==> config.mk <==
export PLATFORM = sky130hd
export DESIGN_NAME = psram_xfer_arb_flat
export DESIGN_NICKNAME = d
export VERILOG_FILES = /design/src/rtl/psram_xfer_arb_pkg.sv /design/src/rtl/psram_xfer_arb_if.sv /design/src/rtl/dffer.sv /design/src/rtl/dffr.sv /design/src/rtl/psram_rr_arb.sv /design/src/rtl/psram_xfer_arb.sv /design/src/flat_wrapper.sv
export VERILOG_INCLUDE_DIRS = /design/src /design/src/rtl
export SDC_FILE = /design/constraint.sdc
export NUM_CORES = 1
export LEC_CHECK = 0
export ABC_AREA = 0
export BUFFER_PORTS_ARGS = -buffer_cell sky130_fd_sc_hd__buf_4
export CAP_MARGIN = 20
export CORE_AREA = 2 2 179 181
export CTS_BUF_LIST = sky130_fd_sc_hd__clkbuf_8
export DETAILED_ROUTE_END_ITERATION = 8
export DIE_AREA = 0 0 181 183
export HOLD_SLACK_MARGIN = 0.05
export PLACE_DENSITY_LB_ADDON = 0.05
export SYNTH_ARGS = -nofsm -noshare
export SYNTH_HDL_FRONTEND = slang
export SYNTH_SLANG_ARGS = --single-unit
==> constraint.sdc <==
create_clock -name clk_i -period 1.7 [get_ports clk_i]
set_clock_uncertainty 0.05 [all_clocks]
set_input_delay 0.255 -clock clk_i [delete_from_list [all_inputs] [get_ports clk_i]]
set_output_delay 0.255 -clock clk_i [all_outputs]
set_load 0.1 [all_outputs]
==> src/rtl/psram_define.sv <==
// Shared PSRAM defines: transfer-arbiter FSM state encodings.
`ifndef PSRAM_DEFINE_SV
`define PSRAM_DEFINE_SV

`define PSRAM_XFER_ARB_FSM_IDLE  2'd0
`define PSRAM_XFER_ARB_FSM_ISSUE 2'd1
`define PSRAM_XFER_ARB_FSM_WAIT  2'd2

`endif

==> src/rtl/psram_xfer_arb_pkg.sv <==
// Types and constants shared by the PSRAM transfer arbiter files.
`include "psram_define.sv"

package psram_xfer_arb_pkg;

    localparam int ADDR_W = 32;
    localparam int DATA_W = 64;
    localparam int MASK_W = 8;

    typedef enum logic [1:0] {
        ST_IDLE  = `PSRAM_XFER_ARB_FSM_IDLE,
        ST_ISSUE = `PSRAM_XFER_ARB_FSM_ISSUE,
        ST_WAIT  = `PSRAM_XFER_ARB_FSM_WAIT
    } arb_state_e;

    // Everything the core samples for one transfer, kept together in one hold register.
    typedef struct packed {
        logic              rdwr;
        logic [ADDR_W-1:0] addr;
        logic [DATA_W-1:0] wdata;
        logic [MASK_W-1:0] wmask;
    } xfer_req_t;

    // Index visited at a given step of a round-robin search that starts after 'last'.
    function automatic int rr_idx(input int last, input int step, input int n);
        return (last + step) % n;
    endfunction

endpackage

==> src/rtl/psram_xfer_arb_if.sv <==
// Requester-side and core-side signals of the PSRAM transfer arbiter.
// The arbiter uses the master modport; requesters and the core model use slave.
interface psram_xfer_arb_if #(
    parameter int NUM_REQ = 2
);
    import psram_xfer_arb_pkg::*;

    logic                           en_i;
    logic [NUM_REQ-1:0]             req_valid_i;
    logic [NUM_REQ-1:0]             req_ready_o;
    logic [NUM_REQ-1:0]             req_rdwr_i;
    logic [NUM_REQ-1:0][ADDR_W-1:0] req_addr_i;
    logic [NUM_REQ-1:0][DATA_W-1:0] req_wdata_i;
    logic [NUM_REQ-1:0][MASK_W-1:0] req_wmask_i;
    logic [NUM_REQ-1:0]             rsp_valid_o;
    logic [DATA_W-1:0]              rsp_rdata_o;

    logic                           xfer_valid_o;
    logic                           xfer_rdwr_o;
    logic [ADDR_W-1:0]              bus_addr_o;
    logic [DATA_W-1:0]              bus_wr_data_o;
    logic [MASK_W-1:0]              bus_wr_mask_o;
    logic [DATA_W-1:0]              bus_rd_data_i;
    logic                           xfer_ready_i;
    logic                           xfer_done_i;

    modport master (
        input  en_i, req_valid_i, req_rdwr_i, req_addr_i, req_wdata_i, req_wmask_i,
        input  bus_rd_data_i, xfer_ready_i, xfer_done_i,
        output req_ready_o, rsp_valid_o, rsp_rdata_o,
        output xfer_valid_o, xfer_rdwr_o, bus_addr_o, bus_wr_data_o, bus_wr_mask_o
    );

    modport slave (
        output en_i, req_valid_i, req_rdwr_i, req_addr_i, req_wdata_i, req_wmask_i,
        output bus_rd_data_i, xfer_ready_i, xfer_done_i,
        input  req_ready_o, rsp_valid_o, rsp_rdata_o,
        input  xfer_valid_o, xfer_rdwr_o, bus_addr_o, bus_wr_data_o, bus_wr_mask_o
    );

endinterface

==> src/rtl/dffer.sv <==
// Register cell with synchronous active-high reset and load enable.
module dffer #(
    parameter int WIDTH = 1
) (
    input  logic             clk_i,
    input  logic             rst_i,
    input  logic             i_en,
    input  logic [WIDTH-1:0] i_d,
    output logic [WIDTH-1:0] o_q
);

    // Load on enable, clear on reset.
    always_ff @(posedge clk_i) begin
        if (rst_i)
            o_q <= '0;
        else if (i_en)
            o_q <= i_d;
    end

endmodule

==> src/rtl/dffr.sv <==
// Register cell with synchronous active-high reset.
module dffr #(
    parameter int WIDTH = 1
) (
    input  logic             clk_i,
    input  logic             rst_i,
    input  logic [WIDTH-1:0] i_d,
    output logic [WIDTH-1:0] o_q
);

    // Load every cycle, clear on reset.
    always_ff @(posedge clk_i) begin
        if (rst_i)
            o_q <= '0;
        else
            o_q <= i_d;
    end

endmodule

==> src/rtl/psram_rr_arb.sv <==
// Combinational grant select for the PSRAM transfer arbiter.
// Build option PSRAM_XFER_ARB_FIXED_PRIO_EN: when defined the lowest requesting
// index wins and there is no 'last' input; otherwise round-robin starting after 'last'.
module psram_rr_arb
    import psram_xfer_arb_pkg::*;
#(
    parameter int NUM_REQ = 2,
    parameter int IDXW    = (NUM_REQ > 1) ? $clog2(NUM_REQ) : 1
) (
`ifndef PSRAM_XFER_ARB_FIXED_PRIO_EN
    input  logic [IDXW-1:0]    i_last,
`endif
    input  logic [NUM_REQ-1:0] i_req,
    output logic [NUM_REQ-1:0] o_gnt,
    output logic [IDXW-1:0]    o_gnt_idx
);

    logic            w_found;
    logic [IDXW-1:0] w_cand;

    // First requester found in search order gets the one-hot grant and index.
    always_comb begin
        o_gnt     = '0;
        o_gnt_idx = '0;
        w_found   = 1'b0;
        w_cand    = '0;
`ifdef PSRAM_XFER_ARB_FIXED_PRIO_EN
        for (int i = 0; i < NUM_REQ; i++) begin
            w_cand = IDXW'(i);
            if (!w_found && i_req[w_cand]) begin
                w_found          = 1'b1;
                o_gnt[w_cand]    = 1'b1;
                o_gnt_idx        = w_cand;
            end
        end
`else
        for (int k = 1; k <= NUM_REQ; k++) begin
            w_cand = IDXW'(rr_idx(int'(i_last), k, NUM_REQ));
            if (!w_found && i_req[w_cand]) begin
                w_found          = 1'b1;
                o_gnt[w_cand]    = 1'b1;
                o_gnt_idx        = w_cand;
            end
        end
`endif
    end

endmodule

==> src/rtl/psram_xfer_arb.sv <==
// PSRAM transfer arbiter: grants one of NUM_REQ requesters, holds its transfer
// stable on the core port until done and returns a completion pulse and read data.
// Build option PSRAM_XFER_ARB_FIXED_PRIO_EN selects fixed priority instead of round-robin.
//
// state | meaning
// IDLE  | waiting for enable, core idle and a pending request; grants on entry condition
// ISSUE | xfer_valid_o high until the core drops xfer_ready_i
// WAIT  | transfer in flight, waiting for xfer_done_i
module psram_xfer_arb
    import psram_xfer_arb_pkg::*;
#(
    parameter int NUM_REQ = 2
) (
    input  logic             clk_i,
    input  logic             rst_i,
    psram_xfer_arb_if.master bus
);

    localparam int IDXW = (NUM_REQ > 1) ? $clog2(NUM_REQ) : 1;

    arb_state_e         r_state;
    logic [NUM_REQ-1:0] r_owner;
    logic               r_xfer_valid;
    xfer_req_t          r_hold;
    logic [DATA_W-1:0]  r_rdata;
    logic [NUM_REQ-1:0] r_rsp_valid;

    logic [NUM_REQ-1:0] w_gnt;
    logic [IDXW-1:0]    w_gnt_idx;
    logic               w_grant;
    logic               w_done;
    xfer_req_t          w_req_sel;
    logic [NUM_REQ-1:0] w_rsp_valid_d;

`ifndef PSRAM_XFER_ARB_FIXED_PRIO_EN
    logic [IDXW-1:0]    r_last;
`endif

    psram_rr_arb #(
        .NUM_REQ (NUM_REQ),
        .IDXW    (IDXW)
    ) u_rr_arb (
`ifndef PSRAM_XFER_ARB_FIXED_PRIO_EN
        .i_last    (r_last),
`endif
        .i_req     (bus.req_valid_i),
        .o_gnt     (w_gnt),
        .o_gnt_idx (w_gnt_idx)
    );

    // rst_i gating keeps req_ready_o low during a reset cycle even if the FSM sits in IDLE.
    assign w_grant = (r_state == ST_IDLE) && !rst_i && bus.en_i &&
                     bus.xfer_ready_i && (|bus.req_valid_i);
    assign w_done  = (r_state == ST_WAIT) && bus.xfer_done_i;

    assign w_req_sel = {bus.req_rdwr_i[w_gnt_idx], bus.req_addr_i[w_gnt_idx],
                        bus.req_wdata_i[w_gnt_idx], bus.req_wmask_i[w_gnt_idx]};

    assign w_rsp_valid_d = w_done ? r_owner : '0;

    // Transfer fields change only on a grant so the core sees them stable until done.
    dffer #(.WIDTH($bits(xfer_req_t))) u_hold (
        .clk_i (clk_i),
        .rst_i (rst_i),
        .i_en  (w_grant),
        .i_d   (w_req_sel),
        .o_q   (r_hold)
    );

    dffer #(.WIDTH(DATA_W)) u_rdata (
        .clk_i (clk_i),
        .rst_i (rst_i),
        .i_en  (w_done && r_hold.rdwr),
        .i_d   (bus.bus_rd_data_i),
        .o_q   (r_rdata)
    );

    dffr #(.WIDTH(NUM_REQ)) u_rsp_valid (
        .clk_i (clk_i),
        .rst_i (rst_i),
        .i_d   (w_rsp_valid_d),
        .o_q   (r_rsp_valid)
    );

    // Transfer sequencing; xfer_valid_o is cleared on leaving ISSUE so the core never
    // sees it again after recovering to idle.
    always_ff @(posedge clk_i) begin
        if (rst_i) begin
            r_state      <= ST_IDLE;
            r_owner      <= '0;
            r_xfer_valid <= 1'b0;
`ifndef PSRAM_XFER_ARB_FIXED_PRIO_EN
            r_last       <= IDXW'(NUM_REQ - 1);
`endif
        end else begin
            case (r_state)
                ST_IDLE: begin
                    if (w_grant) begin
                        r_owner      <= w_gnt;
                        r_xfer_valid <= 1'b1;
                        r_state      <= ST_ISSUE;
`ifndef PSRAM_XFER_ARB_FIXED_PRIO_EN
                        r_last       <= w_gnt_idx;
`endif
                    end
                end
                ST_ISSUE: begin
                    if (!bus.xfer_ready_i) begin
                        r_xfer_valid <= 1'b0;
                        r_state      <= ST_WAIT;
                    end
                end
                ST_WAIT: begin
                    if (bus.xfer_done_i)
                        r_state <= ST_IDLE;
                end
                default: begin
                    r_xfer_valid <= 1'b0;
                    r_state      <= ST_IDLE;
                end
            endcase
        end
    end

    assign bus.req_ready_o   = w_grant ? w_gnt : '0;
    assign bus.rsp_valid_o   = r_rsp_valid;
    assign bus.rsp_rdata_o   = r_rdata;
    assign bus.xfer_valid_o  = r_xfer_valid;
    assign bus.xfer_rdwr_o   = r_hold.rdwr;
    assign bus.bus_addr_o    = r_hold.addr;
    assign bus.bus_wr_data_o = r_hold.wdata;
    assign bus.bus_wr_mask_o = r_hold.wmask;

endmodule

==> src/flat_wrapper.sv <==
// flat-port wrapper written by rule: the top's interface ports become plain ports
module psram_xfer_arb_flat import psram_xfer_arb_pkg::*;
#(
    parameter int NUM_REQ = 2
)
  (clk_i, rst_i, bus_en_i, bus_req_valid_i, bus_req_rdwr_i, bus_req_addr_i, bus_req_wdata_i, bus_req_wmask_i, bus_bus_rd_data_i, bus_xfer_ready_i, bus_xfer_done_i, bus_req_ready_o, bus_rsp_valid_o, bus_rsp_rdata_o, bus_xfer_valid_o, bus_xfer_rdwr_o, bus_bus_addr_o, bus_bus_wr_data_o, bus_bus_wr_mask_o);
  psram_xfer_arb_if #(.NUM_REQ(NUM_REQ)) bus_i ();
  input  logic clk_i;
  input  logic rst_i;
  input wire logic [$bits(bus_i.en_i)-1:0] bus_en_i;
  input wire logic [$bits(bus_i.req_valid_i)-1:0] bus_req_valid_i;
  input wire logic [$bits(bus_i.req_rdwr_i)-1:0] bus_req_rdwr_i;
  input wire logic [$bits(bus_i.req_addr_i)-1:0] bus_req_addr_i;
  input wire logic [$bits(bus_i.req_wdata_i)-1:0] bus_req_wdata_i;
  input wire logic [$bits(bus_i.req_wmask_i)-1:0] bus_req_wmask_i;
  input wire logic [$bits(bus_i.bus_rd_data_i)-1:0] bus_bus_rd_data_i;
  input wire logic [$bits(bus_i.xfer_ready_i)-1:0] bus_xfer_ready_i;
  input wire logic [$bits(bus_i.xfer_done_i)-1:0] bus_xfer_done_i;
  output wire logic [$bits(bus_i.req_ready_o)-1:0] bus_req_ready_o;
  output wire logic [$bits(bus_i.rsp_valid_o)-1:0] bus_rsp_valid_o;
  output wire logic [$bits(bus_i.rsp_rdata_o)-1:0] bus_rsp_rdata_o;
  output wire logic [$bits(bus_i.xfer_valid_o)-1:0] bus_xfer_valid_o;
  output wire logic [$bits(bus_i.xfer_rdwr_o)-1:0] bus_xfer_rdwr_o;
  output wire logic [$bits(bus_i.bus_addr_o)-1:0] bus_bus_addr_o;
  output wire logic [$bits(bus_i.bus_wr_data_o)-1:0] bus_bus_wr_data_o;
  output wire logic [$bits(bus_i.bus_wr_mask_o)-1:0] bus_bus_wr_mask_o;
  assign bus_i.en_i = bus_en_i;
  assign bus_i.req_valid_i = bus_req_valid_i;
  assign bus_i.req_rdwr_i = bus_req_rdwr_i;
  assign bus_i.req_addr_i = bus_req_addr_i;
  assign bus_i.req_wdata_i = bus_req_wdata_i;
  assign bus_i.req_wmask_i = bus_req_wmask_i;
  assign bus_i.bus_rd_data_i = bus_bus_rd_data_i;
  assign bus_i.xfer_ready_i = bus_xfer_ready_i;
  assign bus_i.xfer_done_i = bus_xfer_done_i;
  assign bus_req_ready_o = bus_i.req_ready_o;
  assign bus_rsp_valid_o = bus_i.rsp_valid_o;
  assign bus_rsp_rdata_o = bus_i.rsp_rdata_o;
  assign bus_xfer_valid_o = bus_i.xfer_valid_o;
  assign bus_xfer_rdwr_o = bus_i.xfer_rdwr_o;
  assign bus_bus_addr_o = bus_i.bus_addr_o;
  assign bus_bus_wr_data_o = bus_i.bus_wr_data_o;
  assign bus_bus_wr_mask_o = bus_i.bus_wr_mask_o;
  psram_xfer_arb #(.NUM_REQ(NUM_REQ)) u_core (.clk_i(clk_i), .rst_i(rst_i), .bus(bus_i));
endmodule
==> metrics, run 1 <==
Worst Hold Class in -> reg; synthesized area per cell 8.83 µm²; grt total ovfl 0; WP data arrival 1.67 ns; Final Max Tran Viols 0; ys flop type dfxtp_1; Placed Area 11300 µm²; vias in the first global route 8609; critical path endpoint category output port; Maximum Capacitance Violations 0; Total Wirelength 33300 µm; Max-slew headroom 72.3%; initial core utilization 23.2%; outcome finished, violations left; flop-to-flop setup slack 0.09 ns; hold path cells 3; first-pass GRT wire length 50000 µm; CP Max Fanout 2; worst vdd ir 0.422 mV; Least-Margin Pin Slew 0.414 ns; vias per std cell 4.75; Startpoint Class flop; num ports 455; count leader, synth dfxtp_1; Placement Rows 65; fin worst setup slack -0.278 ns; worst reg2reg startpoint u_core.r_state[0]; failing checks setup timing; Die Y 183 µm; DR pass1 iterations 4; Post-synth top cells dfxtp_1 (177), a21oi_1 (174), nand2_1 (130), a211oi_1 (105), o32ai_1 (105); Worst Min Path Start bus_req_addr_i[60]; gp weighted congestion 0.746; Iter 0 DRT Violations 370; Worst EP required 1.39 ns; Final #Nets 1661; die span in x 181 µm; fin crit share 116%; synth top area cells dfxtp_1 (49%), o32ai_1 (13%), a21oi_1 (12%); Hold Violations, Final 0; Critical R2R Capture u_core.u_hold.o_q[10]; sequential area share after synthesis 48.8%; Synth Warn # 0; Hold Path End u_core.u_hold.o_q[100]; total power 10.9 mW; number of H-tree levels 4; reg2reg path depth 6; final hold slack 0.0924 ns; clock slew seen by the registers of the worst setup and hold paths 0.09 ns; cell count after synthesis 822; CTS tree yes; Antenna diodes 0; crit path from u_core.r_state[0]; core area 31200 µm²; asr flop ratio synth 0%; Final Cell Area 13300 µm²; syn_nets 1103; Residual DRC 0; initial antenna violation count 0; CTS Buf Count 17; Post-synth EDFFs 0; layout cell share with drive strength beyond 1 39.5%; Clock Sinks 177; Yosys top cell area share 48.8%; Core Util, Final 42.5%; clock latency on the worst-skew pair 0.46 ns; Layout area overhead 82.9%; critical path class reg -> out; Period minus WS final 1.98 ns; Yosys reg bits 177; final setup violation count 2; Avg WL per Cell 18.6 µm; gr usage total 19.2%; Yosys cell types 28; Port Buffer Count 454; CTS max path bufs 2; P_leak 5.41 nW; RSZ-0062 raised after global routing yes; Die Area 33100 µm²; largest net degree at the start of global routing 65; root buf cell clkbuf_8; Power Density 820 nW/µm²; DR vias 8519; Max Clock Freq 506 MHz; antenna-violating nets left 0; Synth area leader dfxtp_1; detailed placer's ending HPWL 22700 µm; Setup TNS -0.434 ns; mapped cell area 7250 µm²
[registers in the layout (all words and copies together), names as in the netlist]
name and flops:
u_core.u_rdata.o_q 64, u_core.u_rsp_valid.o_q 2, u_core.r_state 2, u_core.bus.xfer_valid_o 1, u_core.r_last 1, u_core.u_hold.o_q 105
u_core.r_owner 2
[layout by cell type (no fill, tap or decap), types with 4 or more instances in the layout]
cell type / instances
a211oi_1: 103
dfxtp_1: 173
clkbuf_8: 22
a21oi_1: 174
dlygate4sd3_1: 142
nand2_1: 130
o32ai_1: 105
dfxtp_2: 4
buf_12: 20
buf_4: 475
[critical path, stage by stage (launching register included)]
cell	delay, ns
dfxtp_2	0.33
nand4bb_4	0.22
or3_4	0.37
nor2_4	0.11
buf_12	0.18
[power by group]
| part | switching [mW] | leakage [nW] | internal [mW] |
|---|---|---|---|
| clock | 1.71 | 0.202 | 1.37 |
| sequential | 0.103 | 1.44 | 4.33 |
| combinational | 2.11 | 3.76 | 1.25 |
| total | 3.93 | 5.41 | 6.95 |
[final cells by class]
type / instances / area [µm²]
clock buffer: 22 / 303
clock inverter: 10 / 98.8
fill: 3195 / 18000
inverter: 4 / 16.3
multi-input combinational: 537 / 3300
sequential: 177 / 3550
tap: 402 / 503
timing repair buffer: 643 / 5500
[stage by stage]
step           setup WS (ns)  cells
4_1_cts               -0.334   1791
3_3_place_gp          0.0728   1617
6_report              -0.278   1795
2_1_floorplan         -0.148    822
3_5_place_dp          0.0600   1617
5_1_grt               -0.385   1795
[metal layers]
layer,wire length [µm],vias to the layer above,global-route usage (%)
li1,-,4249,-
met1,13900,3938,22.9
met2,16300,300,33.2
met3,2430,32,6.08
met4,670,0,5.79
met5,0,-,0
[cell families after synthesis]
logic type / after synthesis / synth area share (%)
buffers and inverters: 108 / 6.67
DFF: 177 / 48.8
AOI/OAI and AO/OA: 389 / 36.0
and+or+nand+nor: 148 / 8.47
[worst max-delay path by stage]
stage,end,cells past startpoint
after CTS,bus_req_ready_o[0],4
after floorplan,u_core.r_owner[1],5
final,bus_req_ready_o[0],4
after detailed placement,u_core.u_hold.o_q[49],6
after global placement,u_core.u_hold.o_q[104],6
after global routing,bus_req_ready_o[0],4
[timing repair]
item / 4_1_cts / 5_1_grt
cloned: 0 / 2
hold buffers: 141 / 1
resized for setup: 9 / 5
buffers inserted: 1 / 1
endpoints found under the setup margin: 2 / 44
endpoints found under the hold margin: 142 / 1
pin swaps: 2 / 1
Power figures use the tool's default switching activity.
==> run 2, diff against run 1 <==
CAP_MARGIN = unset   (was 20)
GPL_TIMING_DRIVEN = 0   (was unset)
clock period = 2.21 ns   (was 1.7 ns; I/O delays follow)
==> metrics, run 2 (same netlist as run 1, synthesis figures left out) <==
Net Sw Frac 35.5% (-0.60 points); Final #Nets 1633 (-1.7%); Hold Violations, Final 0 (unchanged); largest net degree at the start of global routing 17 (-74%); CTS Buf Count 17 (unchanged); DP Cell Count 1678 (+3.8%); Least-Margin Pin Slew 0.779 ns (+0.366 ns); Place WS -0.0779 ns (-0.138 ns); vias in the first global route 8401 (-2.4%); Avg WL per Cell 19.2 µm (+3.4%); Port Buffer Count 454 (unchanged); Maximum Capacitance Violations 0 (unchanged); hold path cells 3 (unchanged); CP Max Fanout 8 (+6); most frequent cells in the layout buf_4 (458), a21oi_1 (174), dfxtp_1 (174), nand2_1 (130); grt total ovfl 0 (unchanged); number of H-tree levels 4 (unchanged); clock latency on the worst-skew pair 0.46 ns (about the same); antenna-violating nets left 0 (unchanged); Residual DRC 0 (unchanged); Final Max Tran Viols 0 (unchanged); DR pass1 iterations 6 (+2); vias per std cell 4.74 (-0.22%); Total Wirelength 33900 µm (+1.9%); layout cell share with drive strength beyond 1 39.1% (-0.33 points); Die Area 33100 µm² (unchanged); clock share of power 28.9% (+0.5 points); Period minus WS final 2.17 ns; worst reg2reg startpoint u_core.r_last; Iter 0 DRT Violations 296 (-20%); Worst Hold Class in -> reg; CTS tree yes; most common cell after layout, fill and taps aside buf_4; P_leak 4.98 nW (-7.9%); Clock Sinks 177 (unchanged); outcome finished, final reports clean; internal power 5.29 mW (-24%); core area 31200 µm² (unchanged); die span in x 181 µm (unchanged); Startpoint Class flop; Worst Min Path Start bus_bus_rd_data_i[13]; Placement Rows 65 (unchanged); Placed Area 11200 µm² (-1.1%); flop-to-flop setup slack 0.30 ns (+0.21 ns); Die Y 183 µm (unchanged); Final Cell Area 12200 µm² (-7.8%); Largest regs u_core.u_hold.o_q (105), u_core.u_rdata.o_q (64); WP data arrival 1.79 ns (+0.12 ns); clock slew seen by the registers of the worst setup and hold paths 0.09 ns (about the same); Power Density 671 nW/µm² (-18%); Critical R2R Capture u_core.u_hold.o_q[11]; RSZ-0062 raised after global routing yes; root buf cell clkbuf_8; gp weighted congestion 0.805 (+7.9%); worst vdd ir 0.324 mV (-23%); Worst EP required 1.83 ns (+0.44 ns); total power 8.21 mW (-25%); Fillers 3269 (+2.3%); fin worst setup slack 0.0427 ns (+0.321 ns); critical path class reg -> out; reg2reg path depth 4 (-2); largest reg by FF count u_core.u_hold.o_q; Setup TNS 0 ns (+0.434 ns); detailed placer's ending HPWL 26100 µm (+15%); Max-slew headroom 48.0% (-24 points); Max Clock Freq 461 MHz; critical path endpoint category output port; gr usage total 19.7% (+0.48 points); fin crit share 98.1%; CTS max path bufs 2 (unchanged); initial core utilization 23.2% (unchanged); Layout area overhead 68.6%; P_sw 2.92 mW (-26%); crit path from u_core.r_state[0]; Logic pwr share 29.6% (-1.3 points); DR vias 8372 (-1.7%); crit path to bus_req_ready_o[0]; initial antenna violation count 2 (+2); final setup violation count 0 (-2); first-pass GRT wire length 50300 µm (+0.64%); Post-Layout Cell Count 1768 (-1.5%); max reg flops 105 (unchanged); sequential power share 41.5% (+0.8 points); num ports 455 (unchanged)
run 2: cell types whose count changed in the layout (fill, tap and decap cells not counted), moves of 4 or more:
cell           previous run  this run
dlygate4sd3_1           142        60
clkbuf_1                  0        53
buf_2                     0        33
buf_12                   20         2
buf_4                   475       458
buf_1                     0         7
inv_1                     3         7
run 2: what timing repair did:
item / in CTS / in global routing
setup buffers: 0 / 0
endpoints found under the hold margin: 60 / 0
hold buffers: 60 / 0
cloned: 0 / 0
resized for setup: 14 / 0
endpoints found under the setup margin: 2 / 2
run 2: worst max-delay path, stage by stage (launching register included):
cell       delay, ns
dfxtp_2         0.36
nand4bb_4       0.27
or3_4           0.38
nor2_4          0.12
buf_12          0.18
run 2: how the worst min path moves through the flow:
stage | slack [ns] | endpoint
floorplan | 0.37 | u_core.u_rsp_valid.o_q[0]
global route | 0.06 | u_core.u_rdata.o_q[39]
detailed placement | 0.39 | u_core.u_rsp_valid.o_q[0]
finish | 0.08 | u_core.u_rdata.o_q[13]
global placement | 0.38 | u_core.u_rsp_valid.o_q[0]
CTS | 0.05 | u_core.u_rdata.o_q[39]
run 2: cell type report:
| cell class | count | area, µm² | area share (%) |
|---|---|---|---|
| Sequential cell | 177 | 3550 | 29.0 |
| Clock inverter | 12 | 144 | 1.18 |
| Clock buffer | 19 | 262 | 2.14 |
| Inverter | 4 | 15.0 | 0.123 |
| Timing Repair Buffer | 514 | 4030 | 33.0 |
| Multi-Input combinational cell | 537 | 3270 | 26.7 |
| Buffer | 101 | 458 | 3.74 |
| Tap cell | 402 | 503 | 4.11 |
| Antenna cell | 2 | 5.00 | 0.0409 |
run 2: metrics by stage:
stage               utilization [%]  hold WS [ns]
global route                   39.2        0.0557
CTS                            39.2        0.0538
finish                         39.2        0.0838
detailed placement             35.8         0.385
floorplan                         -         0.373
global placement               35.8         0.385
run 2: per-layer routing:
layer  routed length, µm  up-vias  GRT usage [%]
li1                    -     4184              -
met1               14400     3852           23.7
met2               16500      299           34.0
met3                2270       37           5.74
met4                 758        0           6.11
met5                   0        -              0
run 2: power by group through the flow:
stage	sequential [mW]	clock (mW)	combinational, mW
finish	3.41	2.38	2.43
detailed placement	3.48	0	2.35
global placement	3.48	0	2.36
floorplan	4.44	0	0.534
global route	3.43	2.59	2.55
CTS	3.41	2.47	2.45
==> run 3, diff against run 2 <==
CTS_CLUSTER_SIZE = 28   (was unset)
TNS_END_PERCENT = 5   (was unset)
clock period = 2.4 ns   (was 2.21 ns; I/O delays follow)
==> metrics, run 3 (same netlist as run 1, synthesis figures left out) <==
Logic pwr share 29.5% (about the same); WP data arrival 1.83 ns (+0.04 ns); Maximum Capacitance Violations 0 (unchanged); Residual DRC 0 (unchanged); CTS Buf Count 17 (unchanged); clock latency on the worst-skew pair 0.46 ns (about the same); die span in x 181 µm (unchanged); Clock Sinks 177 (unchanged); worst reg2reg startpoint u_core.r_state[0]; Max Clock Freq 446 MHz; initial core utilization 23.2% (unchanged); number of H-tree levels 4 (unchanged); fin crit share 93.4%; Port Buffer Count 454 (unchanged); critical path endpoint category output port; outcome finished, final reports clean; RSZ-0062 raised after global routing no; Total Wirelength 34700 µm (+2.2%); core area 31200 µm² (unchanged); Least-Margin Pin Slew 0.789 ns (+0.00962 ns); gp weighted congestion 0.742 (-7.7%); internal power 4.74 mW (-10%); DR pass1 iterations 4 (-2); num ports 455 (unchanged); vias per std cell 4.78 (+1.0%); detailed placer's ending HPWL 26400 µm (+0.97%); largest reg by FF count u_core.u_hold.o_q; Startpoint Class flop; sequential power share 41.6% (about the same); largest net degree at the start of global routing 17 (unchanged); crit path from u_core.r_last; CTS max path bufs 2 (unchanged); hold path cells 3 (unchanged); Iter 0 DRT Violations 304 (+2.7%); Placement Rows 65 (unchanged); most common cell after layout, fill and taps aside buf_4; Antenna diodes 0 (-2); layout cell share with drive strength beyond 1 39.6% (+0.44 points); Place WS 0.0803 ns (+0.158 ns); total power 7.54 mW (-8.2%); grt total ovfl 0 (unchanged); DP Cell Count 1678 (unchanged); critical path class reg -> out; final setup violation count 0 (unchanged); Met3 Routed Length 2380 µm (+5.0%); initial antenna violation count 0 (-2); top sig layer met4; worst vdd ir 0.296 mV (-8.6%); first-pass GRT wire length 51600 µm (+2.5%); P_sw 2.80 mW (-4.2%); Layout area overhead 67.1%; fin worst setup slack 0.157 ns (+0.115 ns); Die Y 183 µm (unchanged); final hold slack 0.0947 ns (+0.0109 ns); Post-Layout Cell Count 1761 (-0.40%); most frequent cells in the layout buf_4 (460), dfxtp_1 (176), a21oi_1 (174), nand2_1 (130); Placed Area 11200 µm² (-0.10%); Die Area 33100 µm² (unchanged); antenna-violating nets left 0 (unchanged); Worst Hold Class in -> reg; vias in the first global route 8515 (+1.4%); clock slew seen by the registers of the worst setup and hold paths 0.09 ns (about the same); Net Sw Frac 37.1% (+1.6 points); flop-to-flop setup slack 0.55 ns (+0.25 ns); Avg WL per Cell 19.7 µm (+2.6%); CTS tree yes; Hold Path End u_core.u_rdata.o_q[49]; P_leak 4.95 nW (-0.62%); clock share of power 28.8% (about the same); root buf cell clkbuf_8; Final Max Tran Viols 0 (unchanged); Critical R2R Capture u_core.u_hold.o_q[66]; CP Max Fanout 16 (+8); post-CTS setup buffers 0 (unchanged); Max-slew headroom 47.4% (-0.64 points); Hold Violations, Final 0 (unchanged); routed metal-1 wirelength 14500 µm (+0.53%); Worst Min Path Start bus_bus_rd_data_i[49]; Power Density 621 nW/µm² (-7.4%); Largest regs u_core.u_hold.o_q (105), u_core.u_rdata.o_q (64); routed length on met2 17200 µm (+4.3%); Final Cell Area 12100 µm² (-0.89%); max reg flops 105 (unchanged); Final #Nets 1627 (-0.37%); Worst EP required 1.99 ns (+0.16 ns); gr usage total 20.2% (+0.49 points); Period minus WS final 2.24 ns; reg2reg path depth 5 (+1); DR vias 8423 (+0.61%); Setup TNS 0 ns (unchanged); Core Util, Final 38.8% (-0.35 points)
[run 3: cell count changes in the layout (fill, tap and decap cells not counted), sizes merged]
cell	change
inv	+2
clkbuf	-2
bufinv	-1
clkinv	+5
dlygate4sd3	-8
buf	+2
diode	-2
clkinvlp	-3
[run 3: worst max path at each step]
stage,end,slack (ns),cells after the start
2_1_floorplan,bus_req_ready_o[1],-0.05,4
6_report,bus_req_ready_o[0],0.16,5
5_1_grt,bus_req_ready_o[0],0.03,4
3_5_place_dp,bus_req_ready_o[0],0.08,7
4_1_cts,bus_req_ready_o[1],0.003,5
3_3_place_gp,bus_req_ready_o[0],0.07,7
[run 3: final cells by class]
| cell class | instances | area, µm² |
|---|---|---|
| timing repair buffer | 506 | 3950 |
| inverter | 4 | 15.0 |
| multi-input combinational | 537 | 3260 |
| clock inverter | 15 | 155 |
| tap | 402 | 503 |
| buffer | 103 | 467 |
| sequential | 177 | 3540 |
| clock buffer | 17 | 234 |
| fill | 3303 | 19100 |
[run 3: what timing repair did]
| action | CTS | global route |
|---|---|---|
| hold buffers | 51 | 1 |
| hold endpoints to repair | 51 | 1 |
| gates resized for setup | 3 | 6 |
| endpoints found under the setup margin | 1 | 2 |
[run 3: worst max-delay path, stage by stage (launching register included)]
cell,delay (ns)
dfxtp_2,0.36
nor2b_1,0.05
buf_4,0.22
or3_4,0.41
nor2_2,0.13
buf_12,0.19
[run 3: layer usage]
layer	up-vias	track usage (%)
met4	0	5.40
met2	301	35.5
met1	3926	24.2
met5	-	0
met3	27	5.78
li1	4169	-
[run 3: power by group through the flow]
stage / combinational [mW] / sequential [mW] / clock, mW
6_report: 2.23 / 3.14 / 2.17
5_1_grt: 2.34 / 3.15 / 2.38
4_1_cts: 2.24 / 3.14 / 2.26
3_5_place_dp: 2.17 / 3.20 / 0
3_3_place_gp: 2.17 / 3.20 / 0
2_1_floorplan: 0.490 / 4.09 / 0
